File: src/rtl/mod_ref_gen_pkg.sv
// Shared definitions for the sinusoidal modulation-reference generator.
// Holds the width constants, the sine quadrant type, the signed sample
// type, and small helpers that decode quadrant symmetry.
package mod_ref_gen_pkg;

  localparam int PHASE_W = 32;
  localparam int LUT_AW  = 8;
  localparam int CMP_W   = 16;
  // LUT entries are unsigned magnitudes one bit narrower than a sample.
  localparam int LUT_DW  = CMP_W - 1;

  typedef enum logic [1:0] {
    Q0 = 2'd0,
    Q1 = 2'd1,
    Q2 = 2'd2,
    Q3 = 2'd3
  } quadrant_e;

  typedef logic signed [CMP_W-1:0] sample_t;

  // Second and fourth quadrants read the quarter wave backwards.
  function automatic logic isMirrored(input quadrant_e q);
    return (q == Q1) || (q == Q3);
  endfunction

  // Lower half of the period is the negative lobe.
  function automatic logic isNegative(input quadrant_e q);
    return (q == Q2) || (q == Q3);
  endfunction

endpackage

File: src/rtl/mod_ref_gen_lut.sv
// Quarter-wave sine ROM with a registered address.
// Entry i holds round(32767 * sin((i + 0.5) * pi / 512)) for the default
// 256-entry table; the half-step offset keeps every entry non-zero and makes
// the table symmetric under index inversion.
// Ports:
//   MClk  in   clock; the address register captures on the rising edge
//   Addr  in   quarter-wave index
//   Data  out  unsigned magnitude for the registered address
module sine_quarter_lut
  import mod_ref_gen_pkg::*;
#(
  parameter int AW = LUT_AW
) (
  input  logic              MClk,
  input  logic [AW-1:0]     Addr,
  output logic [LUT_DW-1:0] Data
);

  localparam int  DEPTH = 1 << AW;
  localparam real PI    = 3.14159265358979323846;
  // Angular spacing of half a table step: pi / 2^(AW+2).
  localparam real STEP  = PI * (0.5 ** (AW + 2));
  localparam real AMP   = real'((1 << LUT_DW) - 1);

  logic [LUT_DW-1:0] rom [DEPTH];
  logic [AW-1:0]     addrQ;

  // Table contents are fixed at elaboration; each entry is a constant.
  for (genvar i = 0; i < DEPTH; i++) begin : gRom
    localparam int VAL = $rtoi(AMP * $sin(real'(2 * i + 1) * STEP) + 0.5);
    assign rom[i] = LUT_DW'(VAL);
  end

  always_ff @(posedge MClk) begin
    addrQ <= Addr;
  end

  assign Data = rom[addrQ];

endmodule

File: src/rtl/mod_ref_gen.sv
// Sinusoidal modulation-reference generator feeding the PWM level stages.
// A phase accumulator advances by FreqWord on every carrier-period strobe;
// the pre-increment phase is looked up in a quarter-wave sine table, scaled
// by ModIndex and centred in 0..PWMMaxCount.
// Ports:
//   MClk          in   clock, rising edge
//   RstN          in   synchronous active-low reset
//   Enable        in   1 = run; 0 = phase restarts at 0 and output is midpoint
//   UpdateStrobe  in   one-cycle sample request per carrier period
//   FreqWord      in   phase increment, sampled on strobe
//   ModIndex      in   unsigned Q0.16 amplitude, sampled on strobe
//   PWMMaxCount   in   carrier full scale, read live at the output stage
//   Compare       out  registered reference word
//   CompareValid  out  one-cycle pulse per accepted strobe, 3 cycles later
module mod_ref_gen #(
  parameter int PHASE_W = mod_ref_gen_pkg::PHASE_W,
  parameter int LUT_AW  = mod_ref_gen_pkg::LUT_AW
) (
  input  logic               MClk,
  input  logic               RstN,
  input  logic               Enable,
  input  logic               UpdateStrobe,
  input  logic [PHASE_W-1:0] FreqWord,
  input  logic [15:0]        ModIndex,
  input  logic [15:0]        PWMMaxCount,
  output logic [15:0]        Compare,
  output logic               CompareValid
);

  import mod_ref_gen_pkg::*;

  // Quadrant bits plus table index taken from the top of the phase.
  localparam int HI_W = 2 + LUT_AW;

  // (s * {0,m}) >>> 16 with floor semantics from the arithmetic shift.
  function automatic sample_t scaleByIndex(input sample_t s, input logic [15:0] m);
    logic signed [32:0] sW;
    logic signed [32:0] mW;
    logic signed [32:0] prod;
    sW   = 33'(s);
    mW   = {17'b0, m};
    prod = sW * mW;
    return sample_t'(prod >>> 16);
  endfunction

  // H + ((a * H) >>> 15), clamped to [0, maxCount] as a safety net.
  function automatic logic [15:0] centreAndClamp(input sample_t a, input logic [15:0] maxCount);
    logic signed [33:0] aW;
    logic signed [33:0] hW;
    logic signed [33:0] mW;
    logic signed [33:0] prod;
    logic signed [33:0] c;
    aW   = 34'(a);
    hW   = {19'b0, maxCount[15:1]};
    mW   = {18'b0, maxCount};
    prod = aW * hW;
    c    = hW + (prod >>> 15);
    if (c[33]) begin
      return 16'd0;
    end else if (c > mW) begin
      return maxCount;
    end else begin
      return c[15:0];
    end
  endfunction

  logic [PHASE_W-1:0] phaseAcc;

  // ---- stage 0: accumulate phase, capture the pre-increment sample ----
  logic              vld_p0;
  logic              en_p0;
  logic [HI_W-1:0]   phaseHi_p0;
  logic [15:0]       modIdx_p0;

  always_ff @(posedge MClk) begin
    if (!RstN) begin
      phaseAcc <= '0;
      vld_p0   <= 1'b0;
    end else begin
      vld_p0 <= UpdateStrobe;
      if (UpdateStrobe) begin
        phaseAcc <= Enable ? (phaseAcc + FreqWord) : '0;
      end
    end
  end

  always_ff @(posedge MClk) begin
    en_p0      <= Enable;
    phaseHi_p0 <= phaseAcc[PHASE_W-1 -: HI_W];
    modIdx_p0  <= ModIndex;
  end

  // ---- stage 1: quarter-wave lookup (address register inside the ROM) ----
  quadrant_e         quad_p0;
  logic [LUT_AW-1:0] lutAddr;
  logic [LUT_DW-1:0] lutData_p1;
  logic              vld_p1;
  logic              en_p1;
  quadrant_e         quad_p1;
  logic [15:0]       modIdx_p1;

  assign quad_p0 = quadrant_e'(phaseHi_p0[HI_W-1 -: 2]);
  assign lutAddr = isMirrored(quad_p0) ? ~phaseHi_p0[LUT_AW-1:0] : phaseHi_p0[LUT_AW-1:0];

  sine_quarter_lut #(
    .AW(LUT_AW)
  ) uLut (
    .MClk(MClk),
    .Addr(lutAddr),
    .Data(lutData_p1)
  );

  always_ff @(posedge MClk) begin
    if (!RstN) begin
      vld_p1 <= 1'b0;
    end else begin
      vld_p1 <= vld_p0;
    end
  end

  always_ff @(posedge MClk) begin
    en_p1     <= en_p0;
    quad_p1   <= quad_p0;
    modIdx_p1 <= modIdx_p0;
  end

  // ---- stage 2: apply sign and scale by the modulation index ----
  sample_t lutMag_p1;
  sample_t sine_p1;
  logic    vld_p2;
  logic    en_p2;
  sample_t amp_p2;

  assign lutMag_p1 = sample_t'({1'b0, lutData_p1});
  assign sine_p1   = isNegative(quad_p1) ? -lutMag_p1 : lutMag_p1;

  always_ff @(posedge MClk) begin
    if (!RstN) begin
      vld_p2 <= 1'b0;
    end else begin
      vld_p2 <= vld_p1;
    end
  end

  always_ff @(posedge MClk) begin
    en_p2  <= en_p1;
    amp_p2 <= scaleByIndex(sine_p1, modIdx_p1);
  end

  // ---- stage 3: centre into the carrier range and register the output ----
  logic [15:0] halfCount;

  assign halfCount = {1'b0, PWMMaxCount[15:1]};

  always_ff @(posedge MClk) begin
    if (!RstN) begin
      Compare      <= '0;
      CompareValid <= 1'b0;
    end else begin
      CompareValid <= vld_p2;
      if (vld_p2) begin
        Compare <= en_p2 ? centreAndClamp(amp_p2, PWMMaxCount) : halfCount;
      end
    end
  end

endmodule

File: config.mk
export PLATFORM = sky130hd
export DESIGN_NAME = mod_ref_gen
export DESIGN_NICKNAME = d
export VERILOG_FILES = /design/src/rtl/mod_ref_gen_pkg.sv /design/src/rtl/mod_ref_gen_lut.sv /design/src/rtl/mod_ref_gen.sv
export SDC_FILE = /design/constraint.sdc
export NUM_CORES = 2
export LEC_CHECK = 0
export CORE_UTILIZATION = 30
export CTS_CLUSTER_DIAMETER = 80
export DETAILED_ROUTE_END_ITERATION = 16
export GPL_TIMING_DRIVEN = 0
export SLEW_MARGIN = 20
export SYNTH_ARGS = -nofsm -noshare
export SYNTH_HDL_FRONTEND = slang
export SYNTH_HIERARCHICAL = 1
export SYNTH_SLANG_ARGS = --single-unit
export TNS_END_PERCENT = 1
File: constraint.sdc
create_clock -name MClk -period 23.3 [get_ports MClk]
set_clock_uncertainty 0.15 [all_clocks]
set_input_delay 2.33 -clock MClk [delete_from_list [all_inputs] [get_ports MClk]]
set_output_delay 2.33 -clock MClk [all_outputs]
set_load 0.02 [all_outputs]
==> run metrics <==
outcome complete, no violations; MaxCap Viol Count 0; Hold-fix buffers, CTS 0; Final period util 0.5864; top cells by area, synth fa_1 (32%), ha_1 (12%), dfxtp_1 (8.8%); first-pass GRT wire length 161100 µm; Initial Util 0.3032; clk root buf clkbuf_16; Remaining DRCs 0; max-slew violation count 0; flop2flop setup slack 9.76 ns; Reg clk slew, reported paths 0.06 ns; Critical Path Start Type input port; CP bufs+invs 7; P&R area growth vs syn 10.58%; Tmin final 13.66 ns; CP top delay family adder cells; Setup CP Type in2reg; Overflow after GRT 0; slowest stage cell, crit path o41ai_1; Max Clock Freq 73.18 MHz; CP max stage delay 0.80 ns; Seq/Total Area, Yosys 0.08789; Starting DRT DRC Count 2226; number of buffers created by CTS 17; count of cell types in the netlist 85; wire length per cell 22.92 µm; HP Class reg2reg; Critical Path RT 23.50 ns; CTS tree yes; setup TNS 0 ns; Sink Count 122; clock tree buffer depth 2; synthesized cell area 0.02779 mm²; nets 4221; Clock Latency Late Sink roughly 0.48 ns; vias 24.72k; Via density around 5.3; initial antenna violation count 3; most frequent CP cell fa_1; fill count 9689; Post-Synthesis Net Count 4117; Syn. warnings 6; die area 0.09385 mm²; antenna viol nets, final 0; Top FF cell, synth dfxtp_1; count leader, synth inv_1; slew margin rel. 0.1842; cell taking the most area after synthesis fa_1; Die H 306.4 µm; Worst-Margin Slew 1.224 ns; RSZ-0062 raised after global routing false; vias in the first global route 25.34k; CORE AREA 0.09166 mm²; Die W 306.4 µm; HPWL Detailed 84960 µm; top cells by count, synth inv_1 (574), fa_1 (440), nand2_1 (400), ha_1 (275), and2_1 (216); FFs w/ async S/R, synth 0; DRT Wirelength 106300 µm; layout cell share with drive strength beyond 1 0.03130; crit path DAT 13.86 ns; CP endpoint kind flop; PortBufs 83; Final setup violation count 0; Avg Cell Area, Syn 8.335 µm²; largest net degree at the start of global routing 17; GR Util All Layers 0.2295; final hold vios 0; crit path max fanout 10; post_cts resized 0; Synth Register Bits 122; IO Pins 85; Rows between 100 and 150; GP Congestion around 1; cell count after synthesis approximately 3.3k; Yosys top cell area share 0.3170; postcts setup bufs 0; Post-synth EDFFs 0; DRT Pass-1 Iters 7; H-Tree Depth 4
[logic make-up after synthesis]
group | Yosys count | synth area share
compound gates | 608 | 0.1444
buf+inv | 751 | 0.1051
fa+ha+maj | 715 | 0.4408
xor+xnor | 101 | 0.03183
flops | 122 | 0.08789
mux | 20 | 0.009095
simple gates | 1017 | 0.1808
[cell type report]
type / instances / area, µm² / share of cell area
Tap cell: 1186 / 1484 / 0.04829
Inverter: 575 / 2158 / 0.07024
Clock inverter: 15 / 172.7 / 0.005619
Clock buffer: 17 / 425.4 / 0.01384
Timing Repair Buffer: 85 / 843.3 / 0.02744
Antenna cell: 2 / 5.005 / 0.0001629
Multi-Input combinational cell: 2461 / 22430 / 0.7301
Buffer: 176 / 763.2 / 0.02484
Sequential cell: 122 / 2442 / 0.07948
[path summary, 6_finish.rpt]
| check | startpoint | end | cells past startpoint |
|---|---|---|---|
| setup / recovery | PWMMaxCount[11] | Compare[12] | 40 |
| hold / removal | modIdx_p0[0] | modIdx_p1[0] | 0 |
| hold reg to reg | modIdx_p0[0] | modIdx_p1[0] | 0 |
| setup reg to reg | uLut/addrQ[1] | amp_p2[14] | 41 |
[per-stage QoR]
stage	area, µm²	util	hold WS [ns]	instances	setup slack (ns)
6_report	30730	0.3352	0.1853	4639	9.636
5_1_grt	30720	0.3352	0.1902	4637	9.027
4_1_cts	30720	0.3352	0.1883	4637	9.799
3_5_place_dp	30130	0.3287	0.1621	4605	9.332
3_3_place_gp	30100	0.3284	0.1639	4603	8.895
2_1_floorplan	27790	-	0.1596	3334	11.73
[registers in the layout (all words and copies together), names as in the netlist, 8 cells and up]
signal,cells
uLut/addrQ,8
phaseAcc,32
Compare,16
modIdx_p1,16
amp_p2,16
modIdx_p0,16
phaseHi_p0,10
[placed cells by master (no fill, tap or decap), types with 7 or more instances in the layout]
cell,instances
o211ai_1,20
nor2_1,110
nand2_1,400
nor2b_1,72
xnor2_1,62
o2bb2ai_1,14
xor2_1,39
o21a_1,29
dfxtp_1,122
clkbuf_16,17
o21bai_1,7
a31oi_1,22
fa_1,440
o21ai_1,14
clkbuf_1,126
a211oi_1,33
a311oi_1,15
nand4_1,17
inv_1,574
a21o_1,38
ha_1,275
nor3_1,54
buf_2,35
clkdlybuf4s50_1,83
o22ai_1,19
a21oi_1,123
o21ai_0,148
or3_1,18
o311ai_0,20
nand2b_1,48
o31ai_1,19
mux2i_1,14
and2_1,216
nand3_1,38
and3_1,8
[per-layer routing]
layer,GRT usage,up-vias,routed length (µm)
met2,0.3697,1059,48230
met5,0,-,20
met1,0.2977,12360,44790
met4,0.09616,4,4964
met3,0.04742,276,8327
li1,-,11020,-
Power is not shown: default switching activity piles up to over one toggle a cycle in this logic, so the estimate is an artifact.
